File: src/rtl/branch_flag_unit.sv
// Execute-stage flag register plus conditional-branch resolver.
// Taken branches raise a counted flush to squash younger instructions.
module branch_flag_unit #(
   parameter int ADDR_W       = 32,
   parameter int FLUSH_CYCLES = 2
) (
   input  logic              clk,
   input  logic              rst_n,
   input  logic              alu_valid,
   input  logic [5:0]        alu_op,
   input  logic              alu_n,
   input  logic              alu_z,
   input  logic              alu_v,
   input  logic              br_valid,
   output logic              br_ready,
   input  logic [2:0]        br_cond,
   input  logic [ADDR_W-1:0] br_pc,
   input  logic [ADDR_W-1:0] br_offset,
   output logic              br_done,
   output logic              br_taken,
   output logic [ADDR_W-1:0] br_target,
   output logic              flush,
   output logic [2:0]        flags_q
);

   typedef enum logic {IDLE, FLUSH} state_e;

   state_e              state_q, state_d;
   logic [3:0]          cnt_q, cnt_d;
   logic [2:0]          flags_d;
   logic                done_q, done_d;
   logic                taken_q, taken_d;
   logic [ADDR_W-1:0]   tgt_q, tgt_d;
   logic                upd_full, upd_nz, capture, accept, cond_res;

   assign flush    = (state_q == FLUSH);
   assign br_ready = (state_q == IDLE);
   assign br_done  = done_q;
   assign br_taken = taken_q;
   assign br_target = tgt_q;

   assign upd_full = alu_op inside {6'h00, 6'h01, 6'h02};
   assign upd_nz   = alu_op inside {6'h03, 6'h04, 6'h22, 6'h23};
   assign capture  = alu_valid && !flush;
   assign accept   = br_valid && br_ready;

   // flags_d doubles as the forwarded flag value for a same-cycle branch
   always_comb begin
      flags_d = flags_q;
      if (capture && (upd_full || upd_nz))
         flags_d = {alu_n, alu_z, upd_full ? alu_v : 1'b0};
   end

   always_comb begin
      cond_res = 1'b0;
      case (br_cond)
         3'd0: cond_res = !flags_d[1];
         3'd1: cond_res = flags_d[1];
         3'd2: cond_res = !flags_d[1] && !flags_d[2];
         3'd3: cond_res = flags_d[2];
         3'd4: cond_res = !flags_d[2];
         3'd5: cond_res = flags_d[2] || flags_d[1];
         3'd6: cond_res = flags_d[0];
         default: cond_res = 1'b1;
      endcase
   end

   always_comb begin
      state_d = state_q;
      cnt_d   = cnt_q;
      done_d  = 1'b0;
      taken_d = taken_q;
      tgt_d   = tgt_q;
      case (state_q)
         IDLE: begin
            if (accept) begin
               done_d  = 1'b1;
               taken_d = cond_res;
               tgt_d   = br_pc + br_offset;
               if (cond_res) begin
                  state_d = FLUSH;
                  cnt_d   = 4'(FLUSH_CYCLES - 1);
               end
            end
         end
         FLUSH: begin
            if (cnt_q == 4'd0) state_d = IDLE;
            else               cnt_d   = cnt_q - 4'd1;
         end
         default: state_d = IDLE;
      endcase
   end

   always_ff @(posedge clk or negedge rst_n) begin
      if (!rst_n) begin
         state_q <= IDLE;
         cnt_q   <= '0;
         flags_q <= '0;
         done_q  <= 1'b0;
         taken_q <= 1'b0;
         tgt_q   <= '0;
      end else begin
         state_q <= state_d;
         cnt_q   <= cnt_d;
         flags_q <= flags_d;
         done_q  <= done_d;
         taken_q <= taken_d;
         tgt_q   <= tgt_d;
      end
   end

endmodule

File: config.mk
export PLATFORM = sky130hd
export DESIGN_NAME = branch_flag_unit
export DESIGN_NICKNAME = d
export VERILOG_FILES = /design/src/rtl/branch_flag_unit.sv
export SDC_FILE = /design/constraint.sdc
export NUM_CORES = 1
export LEC_CHECK = 0
export CAP_MARGIN = 25
export CORE_MARGIN = 3
export CORE_UTILIZATION = 31
export CTS_CLUSTER_SIZE = 12
export DETAILED_ROUTE_END_ITERATION = 10
export DONT_BUFFER_PORTS = 1
export GPL_TIMING_DRIVEN = 0
export PLACE_DENSITY = 0.46
export SYNTH_ARGS = -nofsm -noshare
export SYNTH_HDL_FRONTEND = slang
export SYNTH_SLANG_ARGS = --single-unit
File: constraint.sdc
create_clock -name clk -period 2.1 [get_ports clk]
set_input_delay 0.105 -clock clk [delete_from_list [all_inputs] [get_ports clk]]
set_output_delay 0.105 -clock clk [all_outputs]
set_load 0.01 [all_outputs]
# Word-level counts from Yosys, hierarchy flattened
# Cells that the tools add are included.
# totals
regBits,42
in_bits,80
output_inout_bits,39
# classes
addsub,2
n_eq_ne,15
mux,13
n_bitwise,1
n_reduce_logical,16
# op_table
operator,n
$add 32x32->32,1
$eq 6x2->1 const B,2
$eq 6x6->1 const B,2
$mux 4,3
$eq 3x3->1 const B,3
$pmux 4 s2,1
$pmux 1 s7,1
$eq 3x2->1 const B,2
$eq 6x1->1 const B,1
$eq 6x3->1 const B,1
$logic_not 6->1,1
$mux 1,6
$logic_and 1x1->1,4
$logic_not 4->1,1
$ne 2x1->1 const B,2
$reduce_bool 4->1,1
$sub 4x1->4 const B,1
$eq 3x1->1 const B,1
$logic_not 1->1,3
$logic_not 3->1,1
$mux 3,1
$reduce_and 3->1,1
$reduce_bool 3->1,1
$logic_or 1x1->1,2
other kinds (4),4

# Depth between registers and ports, before layout
# logic_depth
depth_word,11
ltp_mapped,10

# Worst setup path before layout
# No wires, ideal clock.
# synth_timing
path_type,input port to flip-flop
from,input br_pc[8]
to,register tgt_q[29] (netlist: br_target[29])
setup_ps,120
arrival_time_ps,1981
required_time_ps,1980
path_slack_ps,-1
path_stages,8
n_path_buf,0
cell_sequence,ha_1 > a211oi_1 > nor2_1 > or3_1 > o21ai_2 > a211oi_1 > or3_1 > a31o_2
# synth_via
elab_chain_len,1
# synth_rtl
item,line_no,rtl
start: declaration,17,"input logic [ADDR_W-1:0] br_pc,"
$add 32x32->32,79,tgt_d = br_pc + br_offset;
end signal: assignment,108,tgt_q <= tgt_d;
end: declaration,33,"logic [ADDR_W-1:0] tgt_q, tgt_d;"
# No other way between the ends.
# A chain may end at the register's enable or synchronous reset.

# Final worst setup path
# layout_timing
from,register state_q (netlist: flush)
to,register cnt_q[1]
# layout_via
elab_chain_len,9
# layout_rtl
item,line_no,rtl
start: declaration,28,"state_e state_q, state_d;"
start signal: assignment,103,state_q <= state_d;
$logic_not 1->1 (*),44,assign capture = alu_valid && !flush;
$logic_and 1x1->1 (*),44,
$logic_and 1x1->1 (*),50,if (capture && (upd_full || upd_nz))
$mux 3 (*),50,
named net flags_d[1],30,logic [2:0] flags_d;
$logic_not 1->1,"57, 59",
$logic_and 1x1->1,59,3'd2: cond_res = !flags_d[1] && !flags_d[2];
$pmux 1 s7 (*),56,case (br_cond)
$ne 2x1->1 (no line) (*),n/a,
$reduce_and 3->1 (no line) (*),n/a,
end signal: assignment,104,cnt_q <= cnt_d;
end: declaration,29,"logic [3:0] cnt_q, cnt_d;"
# Mark *: on every way through the listed nets, which the timed path passes. The rest lies on a longest branch.

==> results.json <==
{
  "die_w_um": 113,
  "start_kind": "flop",
  "path_clk_slew_ns": 0.06,
  "startpoint": "flush",
  "drv_cap": 0,
  "initial_core_util_pct": 32.3,
  "hpwl_um": 8650,
  "wl_met1_um": 5160,
  "boundaryPins": 119,
  "max_freq_ghz": 0.463,
  "drc": 0,
  "die_height_um": 113,
  "wl_met2_um": 5150,
  "cts_root_buffer": "clkbuf_16",
  "topRoutingLayerUsed": "met4",
  "cts.sinks": 42,
  "hold_path_depth": 1,
  "slew-limit-headroom_pct": 64.8,
  "clockBufferDepth": 2,
  "cp.required_ns": 2.25,
  "drive_above_1_share_pct": 11.8,
  "violations": "negative setup slack",
  "antenna_found_initial": 0,
  "avgViaCountPerCell": 5.47,
  "setup_viol": 4,
  "synth_simple_gate_area_share_pct": 22.5,
  "setup_tns_ns": -0.142,
  "hold_class": "in2reg",
  "tightest_slew_ns": 0.528,
  "cts_htree_levels": 2,
  "grt_usage_pct": 16.4,
  "drt_iter0_markers": 93,
  "finClkSkew_ns": 0.00473,
  "r2r_cells": 7,
  "rsz0062_at_grt": "true",
  "final_area_um2": 4090,
  "synth_compound_area_share_pct": 26.8,
  "synth.yosys.seq_area_share_pct": 29.5,
  "grt_max_degree": 43,
  "cts_tree": "done",
  "crit_arrival_ns": 2.31,
  "crit_type": "reg2reg",
  "grt_pass1_vias": 3273,
  "numCtsBuffers": 5,
  "post-route-period-util_pct": 103,
  "synthMuxAreaShare_pct": 0.985,
  "finalMaxSlewViolations": 0,
  "dieArea_um2": 12800,
  "crit_fanout": 6,
  "core_area_um2": 11000,
  "multi_input_area_um2": 2500,
  "ys_types": 55,
  "avgSynthCellArea_um2": 8.16,
  "crit_path_end_kind": "flop",
  "place_area_um2": 3750,
  "synth_xor_area_share_pct": 4.68,
  "synth_edf_count": 0,
  "grt_pass1_wl_um": 16900,
  "postRouteAntennaNets": 0,
  "std_cell_rows": 38,
  "finalNetCount": 563,
  "fillers": 1166,
  "synth_top_family_by_area": "compound AO/OA/AOI/OAI gates",
  "worstHoldStart": "alu_z",
  "wl_met3_um": 560,
  "status": "complete, but fails checks",
  "drt_first_pass_iters": 4,
  "synth_seq_cells": 42,
  "overflow": 0,
  "vias": 3234,
  "clock_latency_ns": 0.28,
  "postSynthCellCount": 436,
  "wl_per_cell_um": 18.6,
  "fin_util_pct": 37.1,
  "setup_ws_ns": -0.0598,
  "period_needed_ns": 2.16,
  "gp_congestion": 0.830,
  "totalWireLength_um": 11000,
  "cellPowerDensity_nw_per_um2": 974,
  "synth_async_sr_flop_share_pct": 100,
  "ys.flop_type": "dfrtp_1",
  "finalHoldViolations": 0,
  "portBuffers": 0,
  "diodes": 0,
  "yosys_warnings": 0,
  "peakVddDrop_mv": 0.359,
  "ff_latch_area_um2": 1050,
  "synth_fa_ha_area_share_pct": 11.8,
  "p_leak_nw": 1.79,
  "syn-num-nets": 549,
  "syn_area_um2": 3560,
  "area_growth_pct": 14.9,
  "timing.rr.start": "flush"
}
## registers in the layout, summed over array words and instances (netlist names)
name       count
br_target     32
cnt_q          4
flags_q        3
br_done        1
br_taken       1
flush          1
## cell usage in the layout (no fill, tap or decap), drive strengths merged, types with 4 or more instances in the layout
cell,n
dfrtp,42
nor2,25
clkbuf,21
and3,5
and2,4
inv,16
o21ai,37
or3,5
a211oi,9
ha,32
nand2b,4
buf,9
a21o,19
nand4,7
nor3,12
a21oi,37
xnor2,8
o21bai,5
o211ai,5
xor2,11
nand3,15
a31oi,4
nand3b,5
o31ai,7
nor2b,5
nand2,60
o21a,7
## metal layers
layer / global-route usage (%) / up-vias
met3: 3.05 / 8
met2: 26.8 / 97
li1: - / 1617
met5: 0 / -
met1: 22.7 / 1512
met4: 3.53 / 0
## synth_stat cells (3+ instances only)
library cell / count / area, µm²
nor2b_1: 5 / 31.3
a21boi_0: 3 / 22.5
a21oi_1: 37 / 185
a31oi_1: 4 / 25.0
o21bai_1: 5 / 37.5
nor4_1: 3 / 18.8
nand3_1: 14 / 70.1
o21ai_0: 36 / 180
nor3_1: 12 / 60.1
and2_1: 3 / 18.8
nor2_1: 25 / 93.8
clkbuf_1: 14 / 52.6
dfrtp_1: 42 / 1050
nand2b_1: 4 / 25.0
or3_1: 5 / 31.3
nand4_1: 7 / 43.8
ha_1: 32 / 400
and3_1: 5 / 31.3
inv_1: 16 / 60.1
nand3b_1: 5 / 37.5
a211oi_1: 7 / 52.6
o211ai_1: 5 / 37.5
nand2_1: 60 / 225
xnor2_1: 8 / 70.1
o31ai_1: 6 / 45.0
a21o_1: 18 / 135
o21a_1: 7 / 52.6
xor2_1: 11 / 96.3
## worst max-delay path: stages (launching register included)
cell and delay (ns):
dfrtp_2 0.48, nor4b_4 0.30, nand3_2 0.13, mux2_4 0.35, a21o_4 0.21, o31ai_4 0.30, and2_4 0.22, a211oi_2 0.04
## final cells by class
| class | instances | area share (%) |
|---|---|---|
| Tap cell | 140 | 4.28 |
| Clock inverter | 2 | 0.306 |
| Multi-Input combinational cell | 360 | 61.1 |
| Inverter | 16 | 1.47 |
| Timing Repair Buffer | 7 | 1.84 |
| Buffer | 18 | 1.84 |
| Sequential cell | 42 | 25.7 |
| Clock buffer | 6 | 3.40 |
## metrics by stage
stage | cells | total power [mW] | worst slack (ns) | hold slack (ns)
final | 591 | 3.98 | -0.0598 | 0.0182
after global routing | 591 | 4.32 | -0.179 | 0.00567
after detailed placement | 576 | 3.12 | -0.334 | -0.190
after global placement | 576 | 3.09 | -0.333 | -0.190
after floorplan | 436 | 2.67 | 0.0126 | -0.191
after CTS | 588 | 4.00 | -0.0509 | 0.00513
## what timing repair did
action                     CTS  global route
setup endpoints to repair   34            14
pin swaps                    9             8
hold buffers                 2             0
buffers inserted             2             3
hold endpoints to repair    42             0
resized for setup            9            22
## kinds of logic (layout without fill, tap and decap cells)
family / Yosys count / in the layout
and+or+nand+nor: 160 / 160
AOI/OAI and AO/OA: 145 / 145
DFF: 42 / 42
buffers and inverters: 34 / 49
adders and majority gates: 33 / 33
xor gates and xnor gates: 19 / 19
muxes: 3 / 3
## report_power, final
group	internal (mW)	switching [mW]	leakage [nW]
Clock	0.471	0.318	0.0729
Combinational	0.615	0.900	1.20
Sequential	1.20	0.480	0.516
## final timing paths
check | endpoint | slack, ns
worst max register to register | cnt_q[1] | -0.06
min in group asynchronous | flags_q[2] | 0.32
max in group asynchronous | flush | 1.57
worst min-delay path | flags_q[1] | 0.02
worst max-delay path | cnt_q[1] | -0.06
worst min register to register | br_target[2] | 0.55
Power figures use the tool's default switching activity.
